`src/rtl/game_round_ctrl_pkg.sv`:
```
// Shared game-flow definitions: state codes,
// seconds ceiling and a saturating helper.
package game_round_ctrl_pkg;

  typedef enum logic [2:0] {
    S_IDLE       = 3'd0,
    S_ARM        = 3'd1,
    S_PLAY       = 3'd2,
    S_PAUSED     = 3'd3,
    S_LEVEL_DONE = 3'd4,
    S_WIN        = 3'd5,
    S_LOSE       = 3'd6
  } state_t;

  localparam int MAX_SECS = 999;

  function automatic logic [9:0] sat_secs(input int v);
    if (v > MAX_SECS) return 10'(MAX_SECS);
    return 10'(v);
  endfunction

endpackage

```
`src/rtl/game_round_ctrl_sec_prescaler.sv`:
```
// Game-second prescaler shared by the round
// countdown and the level-done hold timer.
module game_round_ctrl_sec_prescaler #(
  parameter int CLK_HZ = 50000000
) (
  input  logic clk,
  input  logic rst,
  input  logic run,
  input  logic clear,
  output logic tick
);

  localparam int CW = (CLK_HZ > 1) ? $clog2(CLK_HZ) : 1;
  localparam logic [CW-1:0] LAST = CW'(CLK_HZ - 1);

  logic [CW-1:0] cnt;

  assign tick = run & (cnt == LAST);

  // cycle counter; clear wins over run, wraps at LAST
  always_ff @(posedge clk or negedge rst) begin
    if (!rst) begin
      cnt <= '0;
    end else if (clear) begin
      cnt <= '0;
    end else if (run) begin
      cnt <= (cnt == LAST) ? '0 : cnt + 1'b1;
    end
  end

endmodule

```
`src/rtl/game_round_ctrl.sv`:
```
// Round sequencer: arm, countdown, pause, level advance, win/lose.
// Optional bonus time on kills: GAME_ROUND_BONUS_TIME_EN.
module game_round_ctrl
  import game_round_ctrl_pkg::*;
#(
  parameter int CLK_HZ      = 50000000,
  parameter int ROUND_SECS  = 60,
  parameter int NUM_ENEMIES = 7,
  parameter int NUM_LEVELS  = 3,
  parameter int HOLD_SECS   = 2
) (
  input  logic                   clk,
  input  logic                   rst,
  input  logic                   start_btn,
  input  logic                   pause_btn,
  input  logic [NUM_ENEMIES-1:0] enemy_dead,
  output logic                   enemy_respawn,
  output logic                   play_en,
  output logic                   tick_1hz,
  output logic [9:0]             seconds_left,
  output logic [1:0]             level,
  output logic [2:0]             state,
  output logic                   game_over,
  output logic                   victory
);

  state_t     state_q, state_d;
  logic [9:0] secs_q, secs_d;
  logic [9:0] secs_dec;
  logic [1:0] level_q, level_d;
  logic [9:0] hold_q, hold_d;
  logic       start_last, pause_last;
  logic       start_edge, pause_edge;
  logic       tick_q, resp_q;
  logic       presc_run, presc_clear;
  logic       sec_tick;
  logic       all_dead;

  assign start_edge = start_btn & ~start_last;
  assign pause_edge = pause_btn & ~pause_last;
  assign all_dead   = &enemy_dead;
  assign secs_dec   = (sec_tick && secs_q != '0) ?
                      secs_q - 10'd1 : secs_q;

`ifdef GAME_ROUND_BONUS_TIME_EN
  logic [NUM_ENEMIES-1:0] dead_last;
  logic [NUM_ENEMIES-1:0] dead_rise;

  assign dead_rise = enemy_dead & ~dead_last;

  // previous enemy flags for per-bit rise detection
  always_ff @(posedge clk or negedge rst) begin
    if (!rst) dead_last <= '0;
    else      dead_last <= enemy_dead;
  end
`endif

  game_round_ctrl_sec_prescaler #(
    .CLK_HZ(CLK_HZ)
  ) u_sec_prescaler (
    .clk  (clk),
    .rst  (rst),
    .run  (presc_run),
    .clear(presc_clear),
    .tick (sec_tick)
  );

  // button history for edge detection
  always_ff @(posedge clk or negedge rst) begin
    if (!rst) begin
      start_last <= 1'b0;
      pause_last <= 1'b0;
    end else begin
      start_last <= start_btn;
      pause_last <= pause_btn;
    end
  end

  // next state, counters and prescaler control
  always_comb begin
    state_d     = state_q;
    secs_d      = secs_q;
    level_d     = level_q;
    hold_d      = hold_q;
    presc_run   = 1'b0;
    presc_clear = 1'b0;
    unique case (state_q)
      S_IDLE: begin
        if (start_edge) state_d = S_ARM;
      end
      S_ARM: begin
        secs_d      = 10'(ROUND_SECS);
        presc_clear = 1'b1;
        state_d     = S_PLAY;
      end
      S_PLAY: begin
        presc_run = 1'b1;
        secs_d    = secs_dec;
`ifdef GAME_ROUND_BONUS_TIME_EN
        secs_d = sat_secs(int'(secs_dec) +
                          2 * $countones(dead_rise));
`endif
        if (all_dead) begin
          state_d     = S_LEVEL_DONE;
          presc_clear = 1'b1;
          hold_d      = 10'(HOLD_SECS);
        end else if (sec_tick && secs_q == 10'd1) begin
          state_d = S_LOSE;
        end else if (pause_edge) begin
          state_d = S_PAUSED;
        end
      end
      S_PAUSED: begin
        if (pause_edge) state_d = S_PLAY;
      end
      S_LEVEL_DONE: begin
        presc_run = 1'b1;
        if (sec_tick) begin
          if (hold_q <= 10'd1) begin
            if (level_q == 2'(NUM_LEVELS - 1)) begin
              state_d = S_WIN;
            end else begin
              level_d = level_q + 2'd1;
              state_d = S_ARM;
            end
          end else begin
            hold_d = hold_q - 10'd1;
          end
        end
      end
      S_WIN, S_LOSE: begin
        if (start_edge) begin
          level_d = 2'd0;
          state_d = S_ARM;
        end
      end
      default: state_d = S_IDLE;
    endcase
  end

  // state, counters and registered pulses
  always_ff @(posedge clk or negedge rst) begin
    if (!rst) begin
      state_q <= S_IDLE;
      secs_q  <= '0;
      level_q <= '0;
      hold_q  <= '0;
      tick_q  <= 1'b0;
      resp_q  <= 1'b0;
    end else begin
      state_q <= state_d;
      secs_q  <= secs_d;
      level_q <= level_d;
      hold_q  <= hold_d;
      tick_q  <= sec_tick;
      resp_q  <= (state_d == S_ARM);
    end
  end

  assign enemy_respawn = resp_q;
  assign tick_1hz      = tick_q;
  assign seconds_left  = secs_q;
  assign level         = level_q;
  assign state         = state_q;
  assign play_en       = (state_q == S_PLAY);
  assign game_over     = (state_q == S_LOSE);
  assign victory       = (state_q == S_WIN);

endmodule
```
`config.mk`:
```
export PLATFORM = sky130hd
export DESIGN_NAME = game_round_ctrl
export DESIGN_NICKNAME = d
export VERILOG_FILES = /design/src/rtl/game_round_ctrl_pkg.sv /design/src/rtl/game_round_ctrl_sec_prescaler.sv /design/src/rtl/game_round_ctrl.sv
export SDC_FILE = /design/constraint.sdc
export NUM_CORES = 1
export LEC_CHECK = 0
export ABC_AREA = 1
export CAP_MARGIN = 20
export CORE_ASPECT_RATIO = 1.5
export CORE_MARGIN = 5
export CORE_UTILIZATION = 25
export DETAILED_ROUTE_END_ITERATION = 8
export HOLD_SLACK_MARGIN = 0.02
export PLACE_DENSITY_LB_ADDON = 0.1
export SLEW_MARGIN = 0
export SYNTH_ARGS = -nofsm -noshare
export SYNTH_HDL_FRONTEND = slang
export SYNTH_HIERARCHICAL = 1
export SYNTH_SLANG_ARGS = --single-unit
```
`constraint.sdc`:
```
create_clock -name clk -period 1.8 [get_ports clk]
set_input_delay 0.36 -clock clk [delete_from_list [all_inputs] [get_ports clk]]
set_output_delay 0.36 -clock clk [all_outputs]
set_load 0.03 [all_outputs]
```
After elaboration in Yosys (flattened, before gate mapping). Index checks and enable logic that the tools add are counted.

$add $sub $neg: 4. Multipliers: 0. Divide/modulo/power cells: 0. $lt $le $gt $ge: 1. Equal/unequal tests: 17. Shift operators: 0. Multiplexer cells: 26. Bitwise operators: 5. Reductions and logical operators: 15.

Operators with widths (number): two-way mux 26 bit (3); two-way mux 10 bit (4); case mux 10 bit (2 select lines) (2); adder 26 x 1 -> 26 bit (second input constant) (1); equality test 26 bit (second input constant) (1); two-way mux 3 bit (8); subtractor 10 x 1 -> 10 bit (second input constant) (2); case mux 3 bit (5 select lines) (1); equality test 10 x 1 -> 1 bit (second input constant) (1); less-or-equal comparator 10 x 1 -> 1 bit (second input constant) (1); != test 2 bit (second input constant) (5); nonzero test 10 bit (1); equality test 3 bit (second input constant) (3); two-way mux 2 bit (4); nonzero test 2 bit (4); AND reduction 7 bit (1); equality test 3 x 1 -> 1 bit (second input constant) (2); equality test 3 x 2 -> 1 bit (second input constant) (2); AND reduction 5 bit (1); != test 2 x 1 -> 1 bit (second input constant) (2); case mux 2 bit (2 select lines) (1); AND reduction 4 bit (1); OR reduction 2 bit (2); bitwise AND 1 bit (3); other kinds (9) (12).

Bits in registers: 55. Latch bits: 0. RAM bits: 0. ROM bits: 0. Input port bits: 11. Output and inout bits: 20. Word-level logic and storage cells: 77. Memories: 0.

Longest topological paths before layout. Gate-level depths: netlist of the first run.

Depth in word-level cells: 9. Mapped depth: 14. Gate-level depth less buffers: 14.

By module. The synthesis of the first run kept the hierarchy.

Modules (own cells, without submodules): game_round_ctrl (times used 1, cells each 280, area each 1896.8 um^2, sequential area each 725.7 um^2); game_round_ctrl_sec_prescaler (times used 1, cells each 246, area each 1687.9 um^2, sequential area each 650.6 um^2).

Worst setup path after synthesis of the first run. OpenSTA, ideal clock, no wires.

Path kind: register to register. Start: reg state_q[1] (netlist: state[1]). End: reg secs_q[9] (netlist: seconds_left[9]). Arrival: 2.061 ns. Slack: -0.388 ns. Stages on the path, launching flop included: 14. Period minus slack after synthesis: 2.188 ns. Cells stage by stage: dfrtp_1 buf_2 nor2_2 nand2_1 buf_4 nand2_2 inv_1 nor2_1 nand2_1 nor2_1 nor2_1 buf_2 nand2_1 o21ai_0.

Cells in the longest elaborated chain, start to end: 7.

Ends and longest elaborated chain: start, declared (RTL line game_round_ctrl.sv:27) `state_t state_q, state_d;`; start signal, assigned (RTL line game_round_ctrl.sv:151) `state_q <= state_d;`; equality test 3 x 2 -> 1 bit / equality test 3 bit (equally long branches) (RTL line game_round_ctrl.sv:87) `unique case (state_q)`; OR reduction 2 bit (no line) *; two-way mux 1 bit * (RTL line game_round_ctrl.sv:87); net presc_run (RTL line game_round_ctrl.sv:35) `logic presc_run, presc_clear;`; bitwise AND 1 bit * (RTL line game_round_ctrl_sec_prescaler.sv:18) `assign tick = run & (cnt == LAST);`; net sec_tick (RTL line game_round_ctrl.sv:36) `logic sec_tick;`; logical AND 1 bit * (RTL line game_round_ctrl.sv:42) `assign secs_dec = (sec_tick && secs_q != '0) ?`; != test 2 x 1 -> 1 bit (no line) *; AND reduction 2 bit (no line) *; end signal, assigned (RTL line game_round_ctrl.sv:152) `secs_q <= secs_d;`; end, declared (RTL line game_round_ctrl.sv:28) `logic [9:0] secs_q, secs_d;`.

The timed path passes the listed nets; every way through them passes the cells marked *. A chain may end at the register's enable or synchronous reset.

Worst setup path in the final report of the first run.
Start: reg u_sec_prescaler.cnt[24]. End: reg level_q[1] (netlist: level[1]).

Cells in the longest elaborated chain, start to end: 4.

Ends and longest elaborated chain: start, declared (RTL line game_round_ctrl_sec_prescaler.sv:16) `logic [CW-1:0] cnt;`; start signal, assigned (RTL line game_round_ctrl_sec_prescaler.sv:27) `cnt <= (cnt == LAST) ? '0 : cnt + 1'b1;`; equality test 26 bit (RTL line game_round_ctrl_sec_prescaler.sv:18); bitwise AND 1 bit (RTL line game_round_ctrl_sec_prescaler.sv:18); net sec_tick (RTL line game_round_ctrl.sv:36); != test 2 bit (no line); AND reduction 5 bit (no line); end signal, assigned (RTL line game_round_ctrl.sv:153) `level_q <= level_d;`; end, declared (RTL line game_round_ctrl.sv:30) `logic [1:0] level_q, level_d;`.

The timed path passes the listed nets, and every way through them passes these cells.

==> reports/metrics.csv, run 1 <==
stage,metric,value,unit
final_layout,antenna-diode-count,0,
synth,ys_async_sr_fraction,100.0,%
power_and_ir_drop,design_power_total,6.446,mW
synth,post_synthesis_sequential_area_ratio,38.39,%
worst_setup_path,cp_slowest_stage_delay,0.41,ns
outcome,violations_in_the_final_reports,negative setup slack,
power_and_ir_drop,power_density,1221,mW/mm^2
final_layout,final_net_count,671,
sta,skew,0.008531,ns
sta,final-hold-violation-count,0,
synth,synth_edf_count,0,
floorplan,design.core.area,0.01406,sq mm
worst_setup_path,worstPathMaxFanout,5,
global_route,global_route.usage.total,13.42,%
worst_hold_path,classification_of_the_worst_slack_hold_path,in -> async,
power_and_ir_drop,irDropWorstVdd,0.0006411,V
floorplan,floorplan.die_area,0.01688,sq mm
routing,detailroute.via_count,3616,
cts,htree_num_levels,2,
worst_setup_path,crit_top_cell,nand2_1,
synth,postSynthNetCount,544,
worst_setup_path,timing.critical_path.required,1.99,ns
synth,yosysWarnings,6,
sta,timing.slew.headroom,72.66,%
synth,synthesis.instances,526,
place,place_congestion,0.8315,
routing,drt-wirelength-per-cell,12.89,um
worst_setup_path,path_buf_inv,3,
worst_setup_path,critical_path.reg2reg.startpoint,u_sec_prescaler/cnt[24],
worst_setup_path,timing.critical_path.cells,inv_1 > nand2_1 > nor2_1 > nand2_1 > nor2_2 > nand2_2 > nor2_4 > buf_6 > inv_2 > nor2_2 > nand3_1 > nand2_2 > nand3_2 > nand2_1 > nand2_1,
synth,ff_latch_count_synth,55,
place,buffer_ports.inserted,30,
sta,worst_slew_pin_slew,0.4070,ns
floorplan,initial_utilization,25.50,%
worst_setup_path,cp_data_arrival_time,2.06,ns
worst_setup_path,critical_path_origin,u_sec_prescaler/cnt[24],
synth,synthFlopType,dfrtp_1,
worst_setup_path,timing.critical_path.from_type,flip-flop,
sta,fin_setup_tns,-0.8162,ns
worst_setup_path,critical-path-top-delay-family,simple AND/OR/NAND/NOR gates,
routing,ant_nets,0,
worst_setup_path,timing.reg2reg.setup_slack,-0.07,ns
floorplan,die_width,107.8,um
floorplan,floorplan.die.height,156.7,um
synth,mapped_area,0.003585,sq mm
routing,via_per_inst,4.274,
cts,max-clock-path-buffers,2,
synth,syn_area_per_cell,6.815,sq um
sta,grt_setup_unrepaired,true,
sta,fin_ws,-0.06956,ns
global_route,grt_max_degree,56,
flow_run,max_cap_viol_count,0,
sta,fmax,0.5349,GHz
worst_setup_path,timing.critical_path.to_type,flip-flop,
routing,routed_wl,10900,um
place,dp_hpwl,8318,um
routing,drt_pre_antenna_iters,4,
worst_setup_path,r2r-end,level[1],
worst_setup_path,timing.critical_path.slowest_stage_cell,dfrtp_1,
global_route,grt_pass1_vias,3705,
power_and_ir_drop,p_leak,2.619,nW
global_route,antenna_found_initial,0,
sta,period_share,103.9,%
final_layout,syn_to_final_growth,47.26,%
worst_setup_path,timing.setup.critical_path_class,reg -> reg,
synth,synth_cell_type_count,33,
floorplan,rows,53,
final_layout,final_layout_size_suffix_gt1_share,31.65,%
sta,fin_crit,1.870,ns
worst_setup_path,worst-r2r-cell-count,15,
routing,dr.first_iter.drc_count,45,
cts,clkTransAtPathRegs,0.08,ns
cts,cts-buffers-inserted,5,
cts,clk-insertion-delay-late,0.30,ns
cts,cts.sinks,55,
outcome,outcome,finished with violations,
global_route,grt_pass1_wl,17970,um
floorplan,ios,31,
cts,cts_tree,done,
routing,drcViolationCount,0,
sta,final_max_slew_viol_count,0,
sta,setup_viol,24,
global_route,total_congestion_overflow,0,
cts,ctsRootBufferMaster,clkbuf_16,
## where the power goes
group	switching [mW]	internal [mW]
logic	2.17	1.65
clock network	0.477	0.518
registers	0.185	1.45
total	2.83	3.61
## cell families after synthesis
family / count (synthesis) / share of synthesized area [%]
AND/OR/NAND/NOR: 359 / 43.32
buffers and inverters: 70 / 8.587
flip-flops: 55 / 38.39
AO/OA/AOI/OAI: 18 / 3.107
XOR/XNOR: 17 / 4.154
adder cells (fa/ha/maj): 7 / 2.443
## metal layers
metal	up-vias	wire length [um]	global-route usage (%)
met5	-	0	0
met4	0	335	5.174
met3	21	169	1.940
met2	41	6285	26.93
met1	1680	4114	13.55
li1	1874	-	-
## cells in the mapped netlist (7+ instances only)
master   count  area, sq um
nand2_1    166        623.1
nor2_1      99        371.6
inv_1       58        217.7
dfrtp_1     55         1376
nand3_1     41        205.2
nor2_2      16        100.1
xor2_1      15        131.4
nand4_1     12        75.07
ha_1         7        87.58
nor3_1       7        35.03
o21ai_0      7        35.03
## cell type report
type | instances | area (sq um)
clock inverter | 1 | 5.005
sequential | 55 | 1380
inverter | 61 | 246.5
timing repair buffer | 128 | 1096
tap | 192 | 240.2
timing repair inverter | 1 | 5.005
fill | 1564 | 8780
clock buffer | 7 | 132.6
multi-input combinational | 401 | 2173
## flip-flops by register name (all words and copies together) (netlist names)
signal and cells:
tick_1hz 1, start_last 1, u_sec_prescaler/cnt 26, state 3, seconds_left 10, hold_q 10, enemy_respawn 1, pause_last 1
level 2
## worst max-delay path by stage
stage                                          to  slack, ns  cells after the start
after detailed placement   u_sec_prescaler/cnt[6]      -0.39                     10
after floorplan           u_sec_prescaler/cnt[17]      -0.05                     13
final                                    level[1]      -0.07                     15
after global routing                     level[0]      -0.22                     15
after CTS                                level[1]      -0.10                     15
after global placement     u_sec_prescaler/cnt[6]      -0.35                     10
## stage by stage
step	cells	hold WS (ns)	utilization (%)	instance area [sq um]	setup WS, ns
floorplan	526	0.06441	-	3695	-0.05011
global placement	824	0.3996	34.01	4781	-0.3502
detailed placement	824	0.3964	34.01	4781	-0.3912
CTS	836	0.07371	35.61	5006	-0.1019
global route	846	0.08936	37.55	5279	-0.2234
finish	846	0.04279	37.55	5279	-0.06956
## repair_timing
item,in CTS,in global routing
hold buffers,0,0
pin swaps,11,19
buffers inserted,4,8
resized for setup,33,54
cloned,0,2
setup endpoints to repair,39,47
## worst reg2reg max path, stage by stage, from the launching register on
cell	delay (ns)
dfrtp_1	0.41
inv_1	0.09
nand2_1	0.05
nor2_1	0.11
nand2_1	0.09
nor2_2	0.13
nand2_2	0.09
nor2_4	0.15
buf_6	0.12
inv_2	0.03
nor2_2	0.06
nand3_1	0.09
nand2_2	0.15
nand3_2	0.09
nand2_1	0.06
nand2_1	0.05
## layout by cell type, fill, tap and decap left out, types with 7 or more instances in the layout
cell type	netlist	final
nand2_2	5	19
nand3_1	41	32
inv_2	2	7
inv_1	58	51
dlygate4sd2_1	0	12
buf_4	1	89
nand3_2	1	8
buf_6	2	8
nand2_1	166	148
nor2_4	3	15
xor2_1	15	12
nand4_1	12	12
nor2_1	99	82
dfrtp_1	55	52
nor2_2	16	21
clkdlybuf4s50_1	0	11
No activity file was read; power rests on OpenSTA's default activity.
==> inputs of run 2 (changes only) <==
--- a/config.mk
+++ b/config.mk
@@ -12,7 +12,7 @@
 export CORE_UTILIZATION = 25
 export DETAILED_ROUTE_END_ITERATION = 8
 export HOLD_SLACK_MARGIN = 0.02
-export PLACE_DENSITY_LB_ADDON = 0.1
+export PLACE_DENSITY = 0.46
 export SLEW_MARGIN = 0
 export SYNTH_ARGS = -nofsm -noshare
 export SYNTH_HDL_FRONTEND = slang
==> run 2 against run 1 <==
The flow still finishes with violations (negative setup slack); sequential power about the same; non-clock buffer count decreased by 9; combinational power decreased by 6.5%; critical path depth unchanged.
==> reports/metrics.csv, run 2 (synthesis gave the netlist of run 1 again) <==
stage,metric,value,unit
place,buffer_ports.inserted,30,
place,dp_hpwl,8184,um
global_route,antenna_found_initial,0,
sta,period_share,104.9,%
final_layout,largest_register,u_sec_prescaler/cnt,
sta,worst_slew_pin_slew,0.4903,ns
worst_setup_path,timing.critical_path.from_type,flip-flop,
sta,fin_ws,-0.08829,ns
power_and_ir_drop,irDropWorstVdd,0.0006759,V
routing,drcViolationCount,0,
cts,clk-insertion-delay-late,0.30,ns
global_route,grt_max_degree,56,
floorplan,floorplan.die.height,156.7,um
final_layout,layout_common_cells,"152 x nand2_1, 84 x nor2_1, 82 x buf_4",
power_and_ir_drop,p_sw_share,44.39,%
cts,cts-buffers-inserted,5,
outcome,outcome,finished with violations,
floorplan,design.core.area,0.01406,sq mm
cts,max-clock-path-buffers,2,
final_layout,layout.cells.non_filler,836,
floorplan,die_width,107.8,um
sta,fmax,0.5296,GHz
routing,drt-wirelength-per-cell,12.62,um
global_route,total_congestion_overflow,0,
sta,setup_viol,25,
power_and_ir_drop,p_leak,2.536,nW
cts,clkTransAtPathRegs,0.07,ns
routing,ant_nets,0,
power_and_ir_drop,share_comb_of_total_power,57.9,%
worst_setup_path,cp_data_arrival_time,2.08,ns
cts,cts.sinks,55,
final_layout,final_layout_size_suffix_gt1_share,28.11,%
sta,timing.slew.headroom,67.06,%
final_layout,largest_register_ff_count,26,
global_route,grt_pass1_wl,17580,um
routing,drt_pre_antenna_iters,4,
power_and_ir_drop,power_density,1208,mW/mm^2
place,dpl-instance-area,0.004753,sq mm
place,place_congestion,0.9054,
cts,ctsRootBufferMaster,clkbuf_16,
final_layout,layout_commonest_cell,nand2_1,
power_and_ir_drop,p_clk_share,15.7,%
final_layout,final_net_count,662,
routing,dr.first_iter.drc_count,106,
sta,skew,0.006904,ns
worst_setup_path,timing.setup.critical_path_class,reg -> reg,
flow_run,max_cap_viol_count,0,
power_and_ir_drop,power_report.internal_total,3.427,mW
sta,fin_crit,1.888,ns
routing,routed_wl,10550,um
global_route,global_route.usage.total,13.01,%
final_layout,syn_to_final_growth,42.34,%
worst_hold_path,classification_of_the_worst_slack_hold_path,in -> async,
global_route,grt_pass1_vias,3734,
place,post-place-ws,-0.2767,ns
floorplan,ios,31,
power_and_ir_drop,sequentialPowerShare,26.4,%
sta,final_max_slew_viol_count,0,
power_and_ir_drop,switching_power,2.735,mW
place,place.detailed.instances,820,
routing,via_per_inst,4.319,
worst_setup_path,timing.critical_path.required,1.99,ns
worst_setup_path,timing.critical_path.to_type,flip-flop,
outcome,violations_in_the_final_reports,negative setup slack,
worst_setup_path,worstPathMaxFanout,5,
sta,worst_hold_slack,0.05062,ns
floorplan,floorplan.die_area,0.01688,sq mm
floorplan,rows,53,
floorplan,initial_utilization,25.50,%
final_layout,fin_area,0.005102,sq mm
cts,cts_tree,done,
final_layout,antenna-diode-count,0,
final_layout,finish.utilization,36.29,%
sta,grt_setup_unrepaired,true,
routing,detailroute.via_count,3611,
sta,final-hold-violation-count,0,
cts,htree_num_levels,2,
==> run 2: power groups by stage <==
stage	logic (mW)	registers, mW	clock network, mW
floorplan	1.81	1.94	0
global placement	3.38	1.63	0
detailed placement	3.40	1.64	0
CTS	3.37	1.62	1.01
global route	3.92	1.66	1.05
finish	3.57	1.63	0.966
==> run 2: per-layer routing <==
metal	GRT usage [%]	vias up	part of all wire, %
li1	-	1859	-
met1	13.41	1691	39
met2	26.28	46	57
met3	1.733	15	1.9
met4	4.212	0	2.2
met5	0	-	0
==> run 2: worst max-delay path, cell delays in order, from the launching register on <==
cell and delay, ns:
dfrtp_1 0.38, inv_1 0.07, nand2_1 0.08, nor2_1 0.13, nand2_1 0.09, nor2_2 0.14
nand2_2 0.09, nor2_4 0.16, buf_6 0.12, inv_2 0.02, nor2_1 0.07, nand3_1 0.09
nand2_2 0.14, nand3_2 0.08, nand2_1 0.07, nand2_1 0.05
==> run 2: through the flow <==
| stage | power, mW | setup TNS, ns |
|---|---|---|
| 3_3_place_gp | 5.010 | -7.177 |
| 2_1_floorplan | 3.754 | -0.7124 |
| 5_1_grt | 6.632 | -5.294 |
| 4_1_cts | 6.000 | -1.102 |
| 3_5_place_dp | 5.043 | -9.012 |
| 6_report | 6.162 | -1.503 |
==> run 2: repair_timing <==
item	CTS	global route
resized for setup	27	39
setup endpoints to repair	39	50
pin swaps	13	18
hold buffers	0	0
buffers inserted	3	6
cloned	0	1
==> run 2: path summary, 6_finish.rpt <==
check,from,to,slack (ns),cells after the start
setup / recovery,u_sec_prescaler/cnt[18],level[1],-0.09,15
hold reg to reg,level[1],level[1],0.51,2
hold / removal,rst,u_sec_prescaler/cnt[19],0.05,2
max in group asynchronous,rst,state[0],1.46,2
min in group clk,level[1],level[1],0.51,2
setup reg to reg,u_sec_prescaler/cnt[18],level[1],-0.09,15
==> run 2: final cells by class <==
cell class	count	area [sq um]
Inverter	61	244.0
Sequential cell	55	1380
Tap cell	192	240.2
Timing Repair inverter	1	6.256
Multi-Input combinational cell	401	2106
Fill cell	1515	8956
Clock buffer	7	132.6
Timing Repair Buffer	119	993.5
